$ cat config.mk
export PLATFORM = sky130hd
export DESIGN_NAME = mult_div_unit
export DESIGN_NICKNAME = d
export VERILOG_FILES = /design/src/rtl/mdu_pkg.sv /design/src/rtl/div_iter_core.sv /design/src/rtl/mult_div_unit.sv
export SDC_FILE = /design/constraint.sdc
export NUM_CORES = 1
export LEC_CHECK = 0
export CORE_MARGIN = 1
export CORE_UTILIZATION = 65
export DETAILED_ROUTE_END_ITERATION = 16
export PLACE_DENSITY = 0.91
export SYNTH_ARGS = -nofsm -noshare
export SYNTH_HDL_FRONTEND = slang
export SYNTH_HIERARCHICAL = 1
export SYNTH_SLANG_ARGS = --single-unit
$ cat constraint.sdc
create_clock -name clk -period 13.2 [get_ports clk]
set_clock_uncertainty 0.15 [all_clocks]
set_input_delay 2.64 -clock clk [delete_from_list [all_inputs] [get_ports clk]]
set_output_delay 2.64 -clock clk [all_outputs]
set_load 0.02 [all_outputs]
$ cat src/rtl/mdu_pkg.sv
// Shared constants for the multiply/divide unit and the control FSM that drives it.
package mdu_pkg;

   localparam int WIDTH_DEF = 32;
   localparam int ITER_DEF  = WIDTH_DEF;

   typedef enum logic [2:0] {
      ST_IDLE   = 3'd0,
      ST_MULT   = 3'd1,
      ST_DIV    = 3'd2,
      ST_FINISH = 3'd3,
      ST_DZERO  = 3'd4
   } mdu_state_t;

   // R-type funct codes decoded by the control FSM.
   localparam logic [5:0] FUNCT_MULT = 6'b011000;
   localparam logic [5:0] FUNCT_DIV  = 6'b011010;

endpackage

$ cat src/rtl/div_iter_core.sv
// Restoring divider datapath on unsigned magnitudes; one quotient bit per step.
module div_iter_core #(
   parameter int WIDTH = 32
) (
   input  logic             clk,
   input  logic             reset,
   input  logic             load,
   input  logic             step,
   input  logic [WIDTH-1:0] dividend,
   input  logic [WIDTH-1:0] divisor,
   output logic [WIDTH-1:0] quotient,
   output logic [WIDTH-1:0] remainder
);

   logic [WIDTH-1:0] dvsr;
   logic [WIDTH:0]   shifted;
   logic [WIDTH:0]   diff;

   // Quotient register doubles as the dividend shift register.
   assign shifted = {remainder, quotient[WIDTH-1]};
   assign diff    = shifted - {1'b0, dvsr};

   always_ff @(posedge clk) begin
      if (reset) begin
         dvsr      <= '0;
         quotient  <= '0;
         remainder <= '0;
      end else if (load) begin
         dvsr      <= divisor;
         quotient  <= dividend;
         remainder <= '0;
      end else if (step) begin
         if (!diff[WIDTH]) begin
            remainder <= diff[WIDTH-1:0];
            quotient  <= {quotient[WIDTH-2:0], 1'b1};
         end else begin
            remainder <= shifted[WIDTH-1:0];
            quotient  <= {quotient[WIDTH-2:0], 1'b0};
         end
      end
   end

endmodule

$ cat src/rtl/mult_div_unit.sv
// Iterative signed multiply (radix-2 Booth) and divide (restoring) unit feeding HI/LO.
module mult_div_unit
   import mdu_pkg::*;
#(
   parameter int WIDTH = WIDTH_DEF,
   parameter int ITER  = WIDTH
) (
   input  logic             clk,
   input  logic             reset,
   input  logic [WIDTH-1:0] a,
   input  logic [WIDTH-1:0] b,
   input  logic             mult_start,
   input  logic             div_start,
   output logic             busy,
   output logic             done,
   output logic             div0,
   output logic [WIDTH-1:0] hi,
   output logic [WIDTH-1:0] lo
);

   localparam int CNT_W = (ITER > 1) ? $clog2(ITER) : 1;
   localparam logic [CNT_W-1:0] CNT_LAST = CNT_W'(ITER - 1);

   mdu_state_t       state;
   logic [CNT_W-1:0] cnt;
   logic             op_div;
   logic             neg_q;
   logic             neg_r;
   logic [WIDTH-1:0] mcand;

   // Accumulator {P, Q, q-1}; P carries one guard bit so that subtracting the
   // most negative multiplicand cannot overflow.
   logic [2*WIDTH+1:0] acc;
   logic [2*WIDTH+1:0] booth_next;
   logic [WIDTH:0]     p_cur;
   logic [WIDTH:0]     p_sum;
   logic [WIDTH:0]     m_ext;

   logic             div_load;
   logic             div_step;
   logic [WIDTH-1:0] a_mag;
   logic [WIDTH-1:0] b_mag;
   logic [WIDTH-1:0] quo_mag;
   logic [WIDTH-1:0] rem_mag;

   assign m_ext = {mcand[WIDTH-1], mcand};
   assign p_cur = acc[2*WIDTH+1:WIDTH+1];

   // NOTE: every variable written in always_comb gets a default first, so no latch can be inferred.
   always_comb begin
      p_sum = p_cur;
      unique case (acc[1:0])
         2'b01:   p_sum = p_cur + m_ext;
         2'b10:   p_sum = p_cur - m_ext;
         default: p_sum = p_cur;
      endcase
      booth_next = {p_sum[WIDTH], p_sum, acc[WIDTH:1]};
   end

   assign a_mag    = a[WIDTH-1] ? -a : a;
   assign b_mag    = b[WIDTH-1] ? -b : b;
   assign div_load = (state == ST_IDLE) && !mult_start && div_start && (b != '0);
   assign div_step = (state == ST_DIV);

   div_iter_core #(.WIDTH(WIDTH)) u_div (
      .clk       (clk),
      .reset     (reset),
      .load      (div_load),
      .step      (div_step),
      .dividend  (a_mag),
      .divisor   (b_mag),
      .quotient  (quo_mag),
      .remainder (rem_mag)
   );

   // NOTE: sequential state uses non-blocking assignments so every register samples pre-edge values.
   always_ff @(posedge clk) begin
      if (reset) begin
         state  <= ST_IDLE;
         cnt    <= '0;
         busy   <= 1'b0;
         done   <= 1'b0;
         div0   <= 1'b0;
         hi     <= '0;
         lo     <= '0;
         op_div <= 1'b0;
         neg_q  <= 1'b0;
         neg_r  <= 1'b0;
         mcand  <= '0;
         acc    <= '0;
      end else begin
         done <= 1'b0;
         div0 <= 1'b0;
         unique case (state)
            ST_IDLE: begin
               if (mult_start) begin
                  state  <= ST_MULT;
                  busy   <= 1'b1;
                  cnt    <= '0;
                  op_div <= 1'b0;
                  mcand  <= a;
                  acc    <= {{(WIDTH+1){1'b0}}, b, 1'b0};
               end else if (div_start) begin
                  if (b != '0) begin
                     state  <= ST_DIV;
                     busy   <= 1'b1;
                     cnt    <= '0;
                     op_div <= 1'b1;
                     neg_q  <= a[WIDTH-1] ^ b[WIDTH-1];
                     neg_r  <= a[WIDTH-1];
                  end else begin
                     state <= ST_DZERO;
                  end
               end
            end
            ST_MULT: begin
               acc <= booth_next;
               cnt <= cnt + 1'b1;
               if (cnt == CNT_LAST) state <= ST_FINISH;
            end
            ST_DIV: begin
               cnt <= cnt + 1'b1;
               if (cnt == CNT_LAST) state <= ST_FINISH;
            end
            ST_FINISH: begin
               if (op_div) begin
                  hi <= neg_r ? -rem_mag : rem_mag;
                  lo <= neg_q ? -quo_mag : quo_mag;
               end else begin
                  hi <= acc[2*WIDTH:WIDTH+1];
                  lo <= acc[WIDTH:1];
               end
               done  <= 1'b1;
               busy  <= 1'b0;
               state <= ST_IDLE;
            end
            ST_DZERO: begin
               div0  <= 1'b1;
               state <= ST_IDLE;
            end
            default: state <= ST_IDLE;
         endcase
      end
   end

endmodule

# Yosys cells after proc, flatten, opt, wreduce, memory -nomap -nowiden
# Index checks and enable logic that the tools add are counted.
dict set report word_totals {
  regBits 272
  elab_cells 86
  inputBits 68
  out_inout_bits 67
}
dict set report op_classes {
  bitwise 2
  n_addsub 8
  muxes 29
  eq_ne 11
  reduce_logical 21
}
# op n
set op_table {}
lappend op_table {{32-bit two-way mux} 9}
lappend op_table {{66-bit one-hot mux with 2 select lines} 1}
lappend op_table {{32-bit negation} 4}
lappend op_table {{66-bit two-way mux} 1}
lappend op_table {{33-bit one-hot mux with 2 select lines} 1}
lappend op_table {{33-bit adder} 1}
lappend op_table {{33-bit by 32-bit subtractor with 33-bit output} 1}
lappend op_table {{33-bit subtractor} 1}
lappend op_table {{32-bit nonzero test} 1}
lappend op_table {{5-bit two-way mux} 3}
lappend op_table {{3-bit two-way mux} 4}
lappend op_table {{2-bit nonzero test} 6}
lappend op_table {{5-bit one-hot mux with 2 select lines} 1}
lappend op_table {{3-bit AND reduction} 3}
lappend op_table {{1-bit two-way mux} 7}
lappend op_table {{3-bit by 2-bit == test with 1-bit output (second input constant)} 2}
lappend op_table {{3-bit one-hot mux with 2 select lines} 1}
lappend op_table {{2-bit AND reduction} 3}
lappend op_table {{5-bit by 1-bit adder with 5-bit output (second input constant)} 1}
lappend op_table {{5-bit == test (second input constant)} 1}
lappend op_table {{4-bit AND reduction} 1}
lappend op_table {{2-bit OR reduction} 2}
lappend op_table {{3-bit by 1-bit == test with 1-bit output (second input constant)} 1}
lappend op_table {{3-bit == test (second input constant)} 1}
lappend op_table {{other kinds (12)} 14}

# Logic depth before layout (Yosys ltp)
# Gate-level depths: netlist of run 1.
dict set report logic_depth {
  ltp_word 5
  depth_mapped 17
  ltp_nobuf 16
}

# Hierarchy
# Netlist of run 1, hierarchy kept.
# mod area_per_inst_um2 seq_area_each_um2 n_inst cells_each
set modules_own_cells {}
lappend modules_own_cells {mult_div_unit 12333.1 3503.4 1 1659}
lappend modules_own_cells {div_iter_core 5710.5 1921.8 1 724}

# Least setup slack after synthesis of run 1
# OpenSTA, ideal clock, no wires.
dict set report synth_path {
  path_type {input to register}
  startpoint {in b[6]}
  endpoint {reg u_div.remainder[21]}
  setup_ns 0.074
  stages 12
  path_slack_ns 7.563
  path_buffers 2
  arrival_ns 5.412
  required_ns 12.976
  path_cell_list {or4_4 -> nor4b_1 -> nand4_1 -> o21a_1 -> nand2_1 -> inv_1 -> clkbuf_1 -> or2_2 -> clkbuf_1 -> nor2_1 -> nand2_1 -> o21ai_0}
}
dict set report synth_between {
  elab_chain_cells 3
}
# element line
set synth_lines {}
lappend synth_lines {{from (decl)} mult_div_unit.sv:11} ;# input logic [WIDTH-1:0] b,
lappend synth_lines {{32-bit nonzero test} mult_div_unit.sv:62} ;# assign div_load = (state == ST_IDLE) && !mult_start && div_start && (b != '0);
lappend synth_lines {{1-bit logical AND} mult_div_unit.sv:62}
lappend synth_lines {{net div_load} mult_div_unit.sv:39} ;# logic div_load;
lappend synth_lines {{2-bit OR reduction (no line)} -}
lappend synth_lines {{to (signal assigned)} div_iter_core.sv:34} ;# remainder <= diff[WIDTH-1:0];
lappend synth_lines {{to (signal assigned)} div_iter_core.sv:37} ;# remainder <= shifted[WIDTH-1:0];
lappend synth_lines {{to (decl)} div_iter_core.sv:12} ;# output logic [WIDTH-1:0] remainder
# The timed path passes the listed nets, and every way through them passes these cells.
# A chain may end at the register's enable or synchronous reset.

# Worst setup path after layout of run 1
# Same ends and word-level chain as after synthesis.

==> impl_results.md, run 1 <==
- Yosys reg bits: 271
- Routed WL per cell: 21.26 um
- Congestion Overflow GR: 0
- Asr flop ratio synth: 0%
- Die Y: 168.6 um
- Buffers added on ports: 134
- Vias in the first global route: 16855
- Hold slack: 0.3339 ns
- Slew @ Worst Pin: 1.164 ns
- Crit Path Class: input port to register
- Syn avg cell area: 7.572 sq um
- Root Driver: clkbuf_16
- First-pass DRT Iterations: 6
- Initial cell density of the core: 66.58%
- Crit end category: register
- CTS Buf Count: 30
- Die X: 168.6 um
- Synth Warn #: 6
- Setup WS pre-CTS: 6.624 ns
- Clk sinks: 271
- Setup Fix Bufs, Post-CTS: 0
- Skew-Pair Late Insertion Delay: 0.59 ns
- Max frequency: 0.1638 GHz
- CTS Buffer Depth: 3
- Global-route wire length before repair: 91.63 mm
- Delay-heaviest family, CP: simple AND/OR/NAND/NOR gates
- Post-synthesis sequential area ratio: 30.07%
- Bufs and invs on worst path: 2
- CORE AREA: 0.02710 sq mm
- Data required time of the worst path: 13.53 ns
- Vias per cell: 6.637
- Worst path max stage delay: 0.60 ns
- CP arrival: 6.44 ns
- Vias: 18651
- Post-DP HPWL: 42.87 mm
- Final hold violation count: 0
- Top-area cell type share of the netlist area: 30.07%
- RSZ-0062 raised after global routing: no
- Cells along the critical path: clkdlybuf4s50_1 > or4_4 > nor4b_1 > nand4_1 > o21a_1 > nand2_1 > clkinv_2 > or2_2 > nor2_1 > nand2_1 > o21ai_0
- Clock period minus final worst setup slack: 6.105 ns
- Fin crit share: 46.25%
- HP Class: register to register
- Setup tns final: 0 ns
- Final setup fails: 0
- Met3 usage: 6.219%
- CP max-delay cell: or4_4
- Mapped cell area: 0.01804 sq mm
- Post-Syn Nets: 2525
- Clock transition at path regs: 0.06 ns
- GPL Wtd Cong: 0.9810
- I/O pins: 135
- Grt met1 use: 54.41%
- Overall Global Routing Usage: 40.72%
- Type of origin of the critical path: input port
- Initial antenna violation count: 0
- IR drop worst, VDD: 189.2 uV
- Nets@finish: 2559
- Number of flops mapped to enable cells by yosys: 0
- Max cap viols: 0
- Critical Path Most Common Cell: nand2_1
- Outcome: completed
- CTS Hold Bufs: 0
- TritonCTS clock tree: done
- PwrDens: 235.5 mW/mm^2
- Worst slew margin: 22.37%
- Fill cells: 2024
- Die area: 0.02843 sq mm
- Final WS setup: 7.095 ns
- Critical path peak fanout: 9
- Post-cts sizing count: 0
- Share of cells above drive strength 1: 4.799%
- Largest net degree at the start of global routing: 106
- Global routing met2 resource utilization: 65.36%
- Pins Over Slew Limit: 0
- Largest cells by area after synthesis: dfxtp_1 (30%), xnor2_1 (6.5%), nor2_1 (6.4%), a21oi_1 (6.3%), nand2_1 (6.2%)
- DRC: 0
- Row count: 60
- Post-DRT Antenna Nets: 0
- Post-Synthesis Cells: 2383
- Synth unique cells: 81
- H-tree Lvls: 1
- Leakage: 0.007524 uW
- Cell accounting for the most synthesized area: dfxtp_1
- Starting DRT DRC Count: 2367
- Area Overhead vs Synth: 13.72%
- Top FF cell, synth: dfxtp_1
- Final wirelength: 59.73 mm
- Antenna cell count: 0
- Busiest grt layer: met2
[worst paths after layout]
| path | cells past startpoint | end | startpoint | slack (ns) |
|---|---|---|---|---|
| max reg2reg | 15 | acc[63] | mcand[5] | 7.70 |
| min reg2reg | 2 | acc[0] | acc[0] | 0.33 |
| min | 2 | acc[0] | acc[0] | 0.33 |
| max | 11 | u_div/remainder[21] | b[6] | 7.09 |
[cells by family (layout without fill, tap and decap cells)]
logic type	Yosys count	count (layout)	share of synthesized area, %
multiplexers	86	86	4.778
AO/OA/AOI/OAI	668	668	23.61
XOR/XNOR	205	205	9.951
adder cells (fa/ha/maj)	74	74	5.215
AND/OR/NAND/NOR	847	847	21.45
flip-flops	271	271	30.07
buffers and inverters	232	287	4.930
[power by group]
group,internal [uW],switching [uW],leakage (uW)
registers,957,211,0.00221
clock network,548,355,0.000522
logic,1010,1750,0.00480
[sequential cells by signal (all words and copies together), names as in the netlist]
name / flops
state: 3
busy: 1
mcand: 32
lo: 32
hi: 32
done: 1
cnt: 5
acc: 65
u_div/remainder: 32
neg_r: 1
op_div: 1
neg_q: 1
u_div/dvsr: 32
u_div/quotient: 32
div0: 1
[metal layers]
metal  vias to the layer above  part of all wire [%]
li1                       8606                     -
met5                         -                     0
met3                       177                   9.4
met2                      1084                    45
met1                      8784                    41
met4                         0                   4.5
[per-stage QoR]
step	std cells	cell area, sq um	utilization [%]	total power [uW]
6_report	2810	20520	75.71	4831
5_1_grt	2810	20520	75.71	5092
4_1_cts	2810	20520	75.71	4739
3_5_place_dp	2757	19460	71.80	3826
3_3_place_gp	2757	19460	71.80	3781
2_1_floorplan	2383	18040	-	3156
[final cells by class]
type,instances,area [sq um],area share [%]
flip-flops and latches,271,5429,26.46
well taps,372,465.4,2.268
clock buffers,42,855.8,4.171
inverters,77,290.3,1.415
clock inverters,11,205.2,1.000
repair buffers,157,1515,7.385
multi-input cells,1880,11760,57.30
[synth_stat cells (11+ instances only)]
cell type / count
o31ai_1: 38
nand2b_1: 21
nor4_1: 21
o41ai_1: 18
inv_1: 77
xnor2_1: 133
a31oi_1: 39
nor3b_1: 11
o21a_1: 12
nand3_1: 24
nor3_1: 31
o21ai_0: 127
o211ai_1: 11
a311oi_1: 33
a21o_1: 16
or4_1: 21
nand2_1: 298
or3_1: 13
nand4_1: 24
ha_1: 72
o22ai_1: 12
buf_1: 14
nor4b_1: 12
xor2_1: 72
a21oi_1: 227
nor2_1: 310
a211oi_1: 53
mux2i_1: 85
dfxtp_1: 271
clkbuf_1: 133
[worst min-delay path, cell delays in order, from the launching register on]
cell and delay [ns]:
dfxtp_1 0.31, nand3_1 0.06, a21oi_1 0.06
[placed cells by master, fill, tap and decap left out, drive strengths merged, types with 39 or more instances in the layout]
cell type / netlist / final
ha: 72 / 72
nor2: 311 / 311
clkdlybuf4s50: 0 / 133
mux2i: 85 / 85
a31oi: 39 / 39
o31ai: 39 / 39
inv: 77 / 76
xnor2: 133 / 133
nand2: 298 / 298
a211oi: 53 / 53
o21ai: 129 / 129
a21oi: 230 / 230
dfxtp: 271 / 271
clkbuf: 135 / 42
xor2: 72 / 72
Power figures use the tool's default switching activity.
==> run 2: changes to the inputs <==
--- a/config.mk
+++ b/config.mk
@@ -6,9 +6,9 @@
 export NUM_CORES = 1
 export LEC_CHECK = 0
 export CORE_MARGIN = 1
-export CORE_UTILIZATION = 65
+export CORE_UTILIZATION = 54
 export DETAILED_ROUTE_END_ITERATION = 16
-export PLACE_DENSITY = 0.91
+export PLACE_DENSITY = 0.81
 export SYNTH_ARGS = -nofsm -noshare
 export SYNTH_HDL_FRONTEND = slang
 export SYNTH_HIERARCHICAL = 1
==> constraint.sdc (replaced) <==
create_clock -name clk -period 5.24 [get_ports clk]
set_clock_uncertainty 0.15 [all_clocks]
set_input_delay 1.048 -clock clk [delete_from_list [all_inputs] [get_ports clk]]
set_output_delay 1.048 -clock clk [all_outputs]
set_load 0.02 [all_outputs]
==> run 2 against run 1 <==
  * Sequential power increased to 2.5 times the previous value
  * Power increased by 150%
  * First-iteration DRC count is 15% lower
  * Final cell count is 2.8% higher
  * Hold slack worse by 0.028 ns
  * Wire length fell by 0.58%
  * Cell area rose by 0.66%
  * Combinational power grew 150%
  * Critical path depth up 4
  * Sequential cell count stayed put
  * Non-clock buffer count grew 8
  * Worst setup slack worse by 6.6 ns
  * Largest cell class unchanged
==> impl_results.md, run 2 (same netlist as run 1, synthesis figures left out) <==
- Bufs and invs on worst path: 0 (was 2)
- H-tree Lvls: 1 (unchanged)
- Crit Path Class: register to register (was input port to register)
- Clk sinks: 271 (unchanged)
- Initial antenna violation count: 1 (was 0)
- Overall Global Routing Usage: 34.06% (was 40.72%)
- Global-route wire length before repair: 92.16 mm (was 91.63 mm)
- Slew @ Worst Pin: 1.279 ns (was 1.164 ns)
- Antenna cell count: 0 (unchanged)
- Flop2flop setup slack: 0.50 ns (was 7.70 ns)
- Cell Count, Final, Fillers Out: 2888 (was 2810)
- First-pass DRT Iterations: 6 (unchanged)
- Delay-heaviest family, CP: simple AND/OR/NAND/NOR gates (unchanged)
- HP Class: register to register (unchanged)
- Most flops, register: acc (unchanged)
- Setup tns final: 0 ns (unchanged)
- Setup Fix Bufs, Post-CTS: 0 (unchanged)
- Post-cts sizing count: 0 (unchanged)
- Post-DRT Antenna Nets: 0 (unchanged)
- Crit end category: register (unchanged)
- DRC: 0 (unchanged)
- Largest net degree at the start of global routing: 86 (was 106)
- Max FFs per register: 65 (unchanged)
- Die X: 184.8 um (was 168.6 um)
- Vias: 18297 (was 18651)
- Row count: 66 (was 60)
- CTS Buf Count: 29 (was 30)
- Die Y: 184.8 um (was 168.6 um)
- Post-DP HPWL: 43.74 mm (was 42.87 mm)
- Type of origin of the critical path: register (was input port)
- Nets@finish: 2566 (was 2559)
- Leakage: 0.007547 uW (was 0.007524 uW)
- Vias in the first global route: 16989 (was 16855)
- Max cap viols: 0 (unchanged)
- Initial cell density of the core: 55.18% (was 66.58%)
- GPL Wtd Cong: 0.9748 (was 0.9810)
- TritonCTS clock tree: done (unchanged)
- CTS Buffer Depth: 3 (unchanged)
- Fin crit share: 90.51%
- Worst slew margin: 14.50% (was 22.37%)
- Clock period minus final worst setup slack: 4.743 ns
- Final setup fails: 0 (unchanged)
- Data required time of the worst path: 5.55 ns (was 13.53 ns)
- CP arrival: 5.06 ns (was 6.44 ns)
- Placed insts: 2835 (was 2757)
- Buffers added on ports: 134 (unchanged)
- CTS Hold Bufs: 0 (unchanged)
- PwrDens: 583.5 mW/mm^2 (was 235.5 mW/mm^2)
- Final hold violation count: 0 (unchanged)
- IR drop worst, VDD: 496.0 uV (was 189.2 uV)
- Worst path max stage delay: 0.62 ns (was 0.60 ns)
- Share of cells above drive strength 1: 5.274% (was 4.799%)
- Critical path peak fanout: 8 (was 9)
- Most common cell after layout, fill and taps aside: nor2_1 (unchanged)
- Skew-Pair Late Insertion Delay: 0.57 ns (was 0.59 ns)
- Clock transition at path regs: 0.07 ns (was 0.06 ns)
- Area Overhead vs Synth: 14.47% (was 13.72%)
- I/O pins: 135 (unchanged)
- Vias per cell: 6.336 (was 6.637)
- Root Driver: clkbuf_16 (unchanged)
- Congestion Overflow GR: 0 (unchanged)
- Die area: 0.03415 sq mm (was 0.02843 sq mm)
- Outcome: completed (unchanged)
- Max frequency: 0.2109 GHz
- Cells along the critical path: or4_1 > nor4_2 > and2_1 > nor2b_1 > nor3b_2 > a31oi_1 > xnor2_1 > ha_1 > nand4_1 > or4_1 > nor4_1 > o311ai_0 > nand3_1 > xnor2_1 > a2111oi_1 (was clkdlybuf4s50_1 > or4_4 > nor4b_1 > nand4_1 > o21a_1 > nand2_1 > clkinv_2 > or2_2 > nor2_1 > nand2_1 > o21ai_0)
- Starting DRT DRC Count: 2007 (was 2367)
- Most frequent cells in the layout: nor2_1 (310), nand2_1 (297), dfxtp_1 (270) (was nor2_1 (309), nand2_1 (297), dfxtp_1 (270))
- CP max-delay cell: or4_1 (was or4_4)
- Final wirelength: 59.38 mm (was 59.73 mm)
- Pins Over Slew Limit: 0 (unchanged)
- RSZ-0062 raised after global routing: no (unchanged)
- Routed WL per cell: 20.56 um (was 21.26 um)
- CORE AREA: 0.03270 sq mm (was 0.02710 sq mm)
[run 2: path summary, 6_finish.rpt]
check / start / endpoint / depth (start not counted)
setup / recovery: mcand[10] / acc[63] / 15
hold reg to reg: busy / busy / 2
hold / removal: busy / busy / 2
setup reg to reg: mcand[10] / acc[63] / 15
[run 2: power breakdown]
part	switching [uW]	internal [uW]	leakage, uW	total (uW)
clock	906	1300	0.000492	2210
sequential	549	2410	0.00221	2960
combinational	4330	2560	0.00485	6880
[run 2: per-stage QoR]
| stage | util (%) | hold WS (ns) | area, sq um | total power, uW | setup WS (ns) |
|---|---|---|---|---|---|
| after floorplan | - | 0.2979 | 18040 | 7951 | 0.7819 |
| after global placement | 59.97 | 0.2928 | 19610 | 9483 | 0.5452 |
| after detailed placement | 59.97 | 0.2987 | 19610 | 9636 | 0.3272 |
| after CTS | 63.08 | 0.3073 | 20630 | 11850 | 0.3149 |
| after global routing | 63.16 | 0.3325 | 20650 | 12780 | 0.06407 |
| final | 63.16 | 0.3057 | 20650 | 12050 | 0.4974 |
[run 2: worst reg2reg max path, delay by kind of cell (launching register included)]
| family | cells | cell delay (ns) |
|---|---|---|
| adder cells (fa/ha/maj) | 1 | 0.40 |
| AND/OR/NAND/NOR | 9 | 2.82 |
| AO/OA/AOI/OAI | 3 | 0.70 |
| flip-flops | 1 | 0.36 |
| XOR/XNOR | 2 | 0.22 |
[run 2: cell type report]
type / instances / area [sq um]
clock buffers: 39 / 823.3
fillers: 2913 / 12050
inverters: 77 / 290.3
clock inverters: 14 / 195.2
multi-input cells: 1880 / 11780
well taps: 442 / 553.0
repair buffers: 165 / 1588
flip-flops and latches: 271 / 5429
[run 2: metal layers]
metal	global-route usage, %	wire length, um	vias to the layer above
met4	11.70	1906	0
met1	45.63	24940	8668
met3	4.817	5020	131
met2	55.86	27510	875
li1	-	-	8623
met5	0	0	-
==> run 3: changes to the inputs <==
--- a/config.mk
+++ b/config.mk
@@ -5,7 +5,7 @@
 export SDC_FILE = /design/constraint.sdc
 export NUM_CORES = 1
 export LEC_CHECK = 0
-export CORE_MARGIN = 1
+export CORE_MARGIN = 2
 export CORE_UTILIZATION = 54
 export DETAILED_ROUTE_END_ITERATION = 16
 export PLACE_DENSITY = 0.81
==> run 3 against run 2 <==
  * Wire length down 0.22%
  * Critical endpoint unchanged
  * Global-route usage fell by 2.0 points
  * Combinational power about the same
==> impl_results.md, run 3 (same netlist as run 1, synthesis figures left out) <==
- Outcome: completed (unchanged)
- TritonCTS clock tree: done (unchanged)
- GPL Wtd Cong: 0.9511 (was 0.9748)
- Vias per cell: 6.273 (was 6.336)
- Fin crit share: 89.92% (was 90.51%)
- Final wirelength: 59.26 mm (was 59.38 mm)
- Root Driver: clkbuf_16 (unchanged)
- Initial antenna violation count: 0 (was 1)
- HP Class: register to register (unchanged)
- Worst slew margin: 15.38% (was 14.50%)
- Design area: 0.02066 sq mm (was 0.02065 sq mm)
- RSZ-0062 raised after global routing: no (unchanged)
- Internal power: 6206 uW (was 6270 uW)
- Final hold violation count: 0 (unchanged)
- Leakage: 0.007528 uW (was 0.007547 uW)
- CTS Hold Bufs: 0 (unchanged)
- CP max-delay cell: or4_1 (unchanged)
- Setup Fix Bufs, Post-CTS: 0 (unchanged)
- Clk sinks: 271 (unchanged)
- Share of cells above drive strength 1: 5.353% (was 5.274%)
- Setup tns final: 0 ns (unchanged)
- P_sw: 5868 uW (was 5780 uW)
- Global-route wire length before repair: 90.40 mm (was 92.16 mm)
- Post-DRT Antenna Nets: 0 (unchanged)
- Vias in the first global route: 16494 (was 16989)
- Crit end category: register (unchanged)
- Most frequent cells in the layout: nor2_1 (310), nand2_1 (297), dfxtp_1 (270) (unchanged)
- Vias: 18123 (was 18297)
- Worst path max stage delay: 0.63 ns (was 0.62 ns)
- Clock period minus final worst setup slack: 4.712 ns (was 4.743 ns)
- Combinational share of power: 57.1% (about the same)
- Final setup fails: 0 (unchanged)
- IR drop worst, VDD: 490.3 uV (was 496.0 uV)
- Type of origin of the critical path: register (unchanged)
- Congestion Overflow GR: 0 (unchanged)
- Die X: 186.8 um (was 184.8 um)
- Overall Global Routing Usage: 32.05% (was 34.06%)
- Critical path peak fanout: 8 (unchanged)
- PwrDens: 584.5 mW/mm^2 (was 583.5 mW/mm^2)
- CTS Buf Count: 31 (was 29)
- Largest net degree at the start of global routing: 108 (was 86)
- Row count: 66 (unchanged)
- CTS Buffer Depth: 3 (unchanged)
- Antenna cell count: 0 (unchanged)
- Clock power share: 18.5% (was 18.3%)
- Skew-Pair Late Insertion Delay: 0.60 ns (was 0.57 ns)
- I/O pins: 135 (unchanged)
- Post-cts sizing count: 0 (unchanged)
- Slew @ Worst Pin: 1.265 ns (was 1.279 ns)
- Max frequency: 0.2122 GHz (was 0.2109 GHz)
- Post-DP HPWL: 43.72 mm (was 43.74 mm)
- First-pass DRT Iterations: 6 (unchanged)
- CORE AREA: 0.03270 sq mm (unchanged)
- Nets@finish: 2564 (was 2566)
- Routed WL per cell: 20.51 um (was 20.56 um)
- Area Overhead vs Synth: 14.48% (was 14.47%)
- Cells along the critical path: or4_1 > nor4_2 > and2_1 > nor2b_1 > nor3b_2 > a31oi_1 > xnor2_1 > ha_1 > nand4_1 > or4_1 > nor4_1 > o311ai_0 > nand3_1 > xnor2_1 > a2111oi_0 (was or4_1 > nor4_2 > and2_1 > nor2b_1 > nor3b_2 > a31oi_1 > xnor2_1 > ha_1 > nand4_1 > or4_1 > nor4_1 > o311ai_0 > nand3_1 > xnor2_1 > a2111oi_1)
- Sw Ratio: 48.60% (was 47.97%)
- Buffers added on ports: 134 (unchanged)
- Clock transition at path regs: 0.07 ns (about the same)
- Max FFs per register: 65 (unchanged)
- DRC: 0 (unchanged)
- Pins Over Slew Limit: 0 (unchanged)
- CP arrival: 5.03 ns (was 5.06 ns)
- Crit Path Class: register to register (unchanged)
- H-tree Lvls: 1 (unchanged)
- Max cap viols: 0 (unchanged)
- Most common cell after layout, fill and taps aside: nor2_1 (unchanged)
- Starting DRT DRC Count: 1823 (was 2007)
- Die Y: 186.8 um (was 184.8 um)
- Initial cell density of the core: 55.18% (unchanged)
- Area after DPL: 0.01959 sq mm (was 0.01961 sq mm)
- Data required time of the worst path: 5.55 ns (about the same)
- Die area: 0.03489 sq mm (was 0.03415 sq mm)
- Most flops, register: acc (unchanged)
- Seq pwr share: 24.4% (was 24.6%)
[run 3: changes by cell type in the layout (fill, tap and decap cells not counted), sizes merged]
cell	change
inv	+5
buf	-4
clkbuf	-4
clkinv	+3
clkinvlp	+3
bufinv	-2
[run 3: critical path, delay by kind of cell (launching register included)]
| family | cells | cell delay (ns) |
|---|---|---|
| and+or+nand+nor | 9 | 2.79 |
| AOI/OAI and AO/OA | 3 | 0.67 |
| adders and majority gates | 1 | 0.40 |
| DFF | 1 | 0.36 |
| xor gates and xnor gates | 2 | 0.20 |
[run 3: through the flow]
| step | utilization (%) | total power (uW) | setup WS [ns] | std cells | hold slack (ns) |
|---|---|---|---|---|---|
| 6_report | 63.17 | 12070 | 0.5282 | 2889 | 0.3139 |
| 5_1_grt | 63.17 | 12820 | 0.03895 | 2889 | 0.3355 |
| 4_1_cts | 63.11 | 11890 | 0.2837 | 2889 | 0.3168 |
| 3_5_place_dp | 59.91 | 9650 | 0.3315 | 2831 | 0.3008 |
| 3_3_place_gp | 59.91 | 9530 | 0.5518 | 2831 | 0.2960 |
| 2_1_floorplan | - | 7951 | 0.7819 | 2383 | 0.2979 |
[run 3: path summary, 6_finish.rpt]
check	cells after the start	endpoint	startpoint	slack, ns
max	15	acc[63]	mcand[10]	0.53
min	2	hi[23]	hi[23]	0.31
max reg2reg	15	acc[63]	mcand[10]	0.53
min reg2reg	2	hi[23]	hi[23]	0.31
[run 3: area by class of cell]
class / instances / area (sq um)
clock buffers: 35 / 810.8
clock inverters: 23 / 235.2
fillers: 2908 / 12050
inverters: 77 / 290.3
multi-input cells: 1880 / 11770
flip-flops and latches: 271 / 5429
well taps: 442 / 553.0
repair buffers: 161 / 1570
[run 3: metal layers]
metal  routed length, um  GRT usage, %  up-vias
li1                    -             -     8617
met1               25580         43.35     8592
met2               26870         52.27      793
met3                4935         5.229      121
met4                1871         10.07        0
met5                   0             0        -
[run 3: power groups by stage]
stage / Sequential, uW / Clock, uW / Combinational (uW)
2_1_floorplan: 2760 / 0 / 5190
3_3_place_gp: 2950 / 0 / 6580
3_5_place_dp: 2970 / 0 / 6680
4_1_cts: 2920 / 2240 / 6730
5_1_grt: 2980 / 2320 / 7510
6_report: 2950 / 2230 / 6900
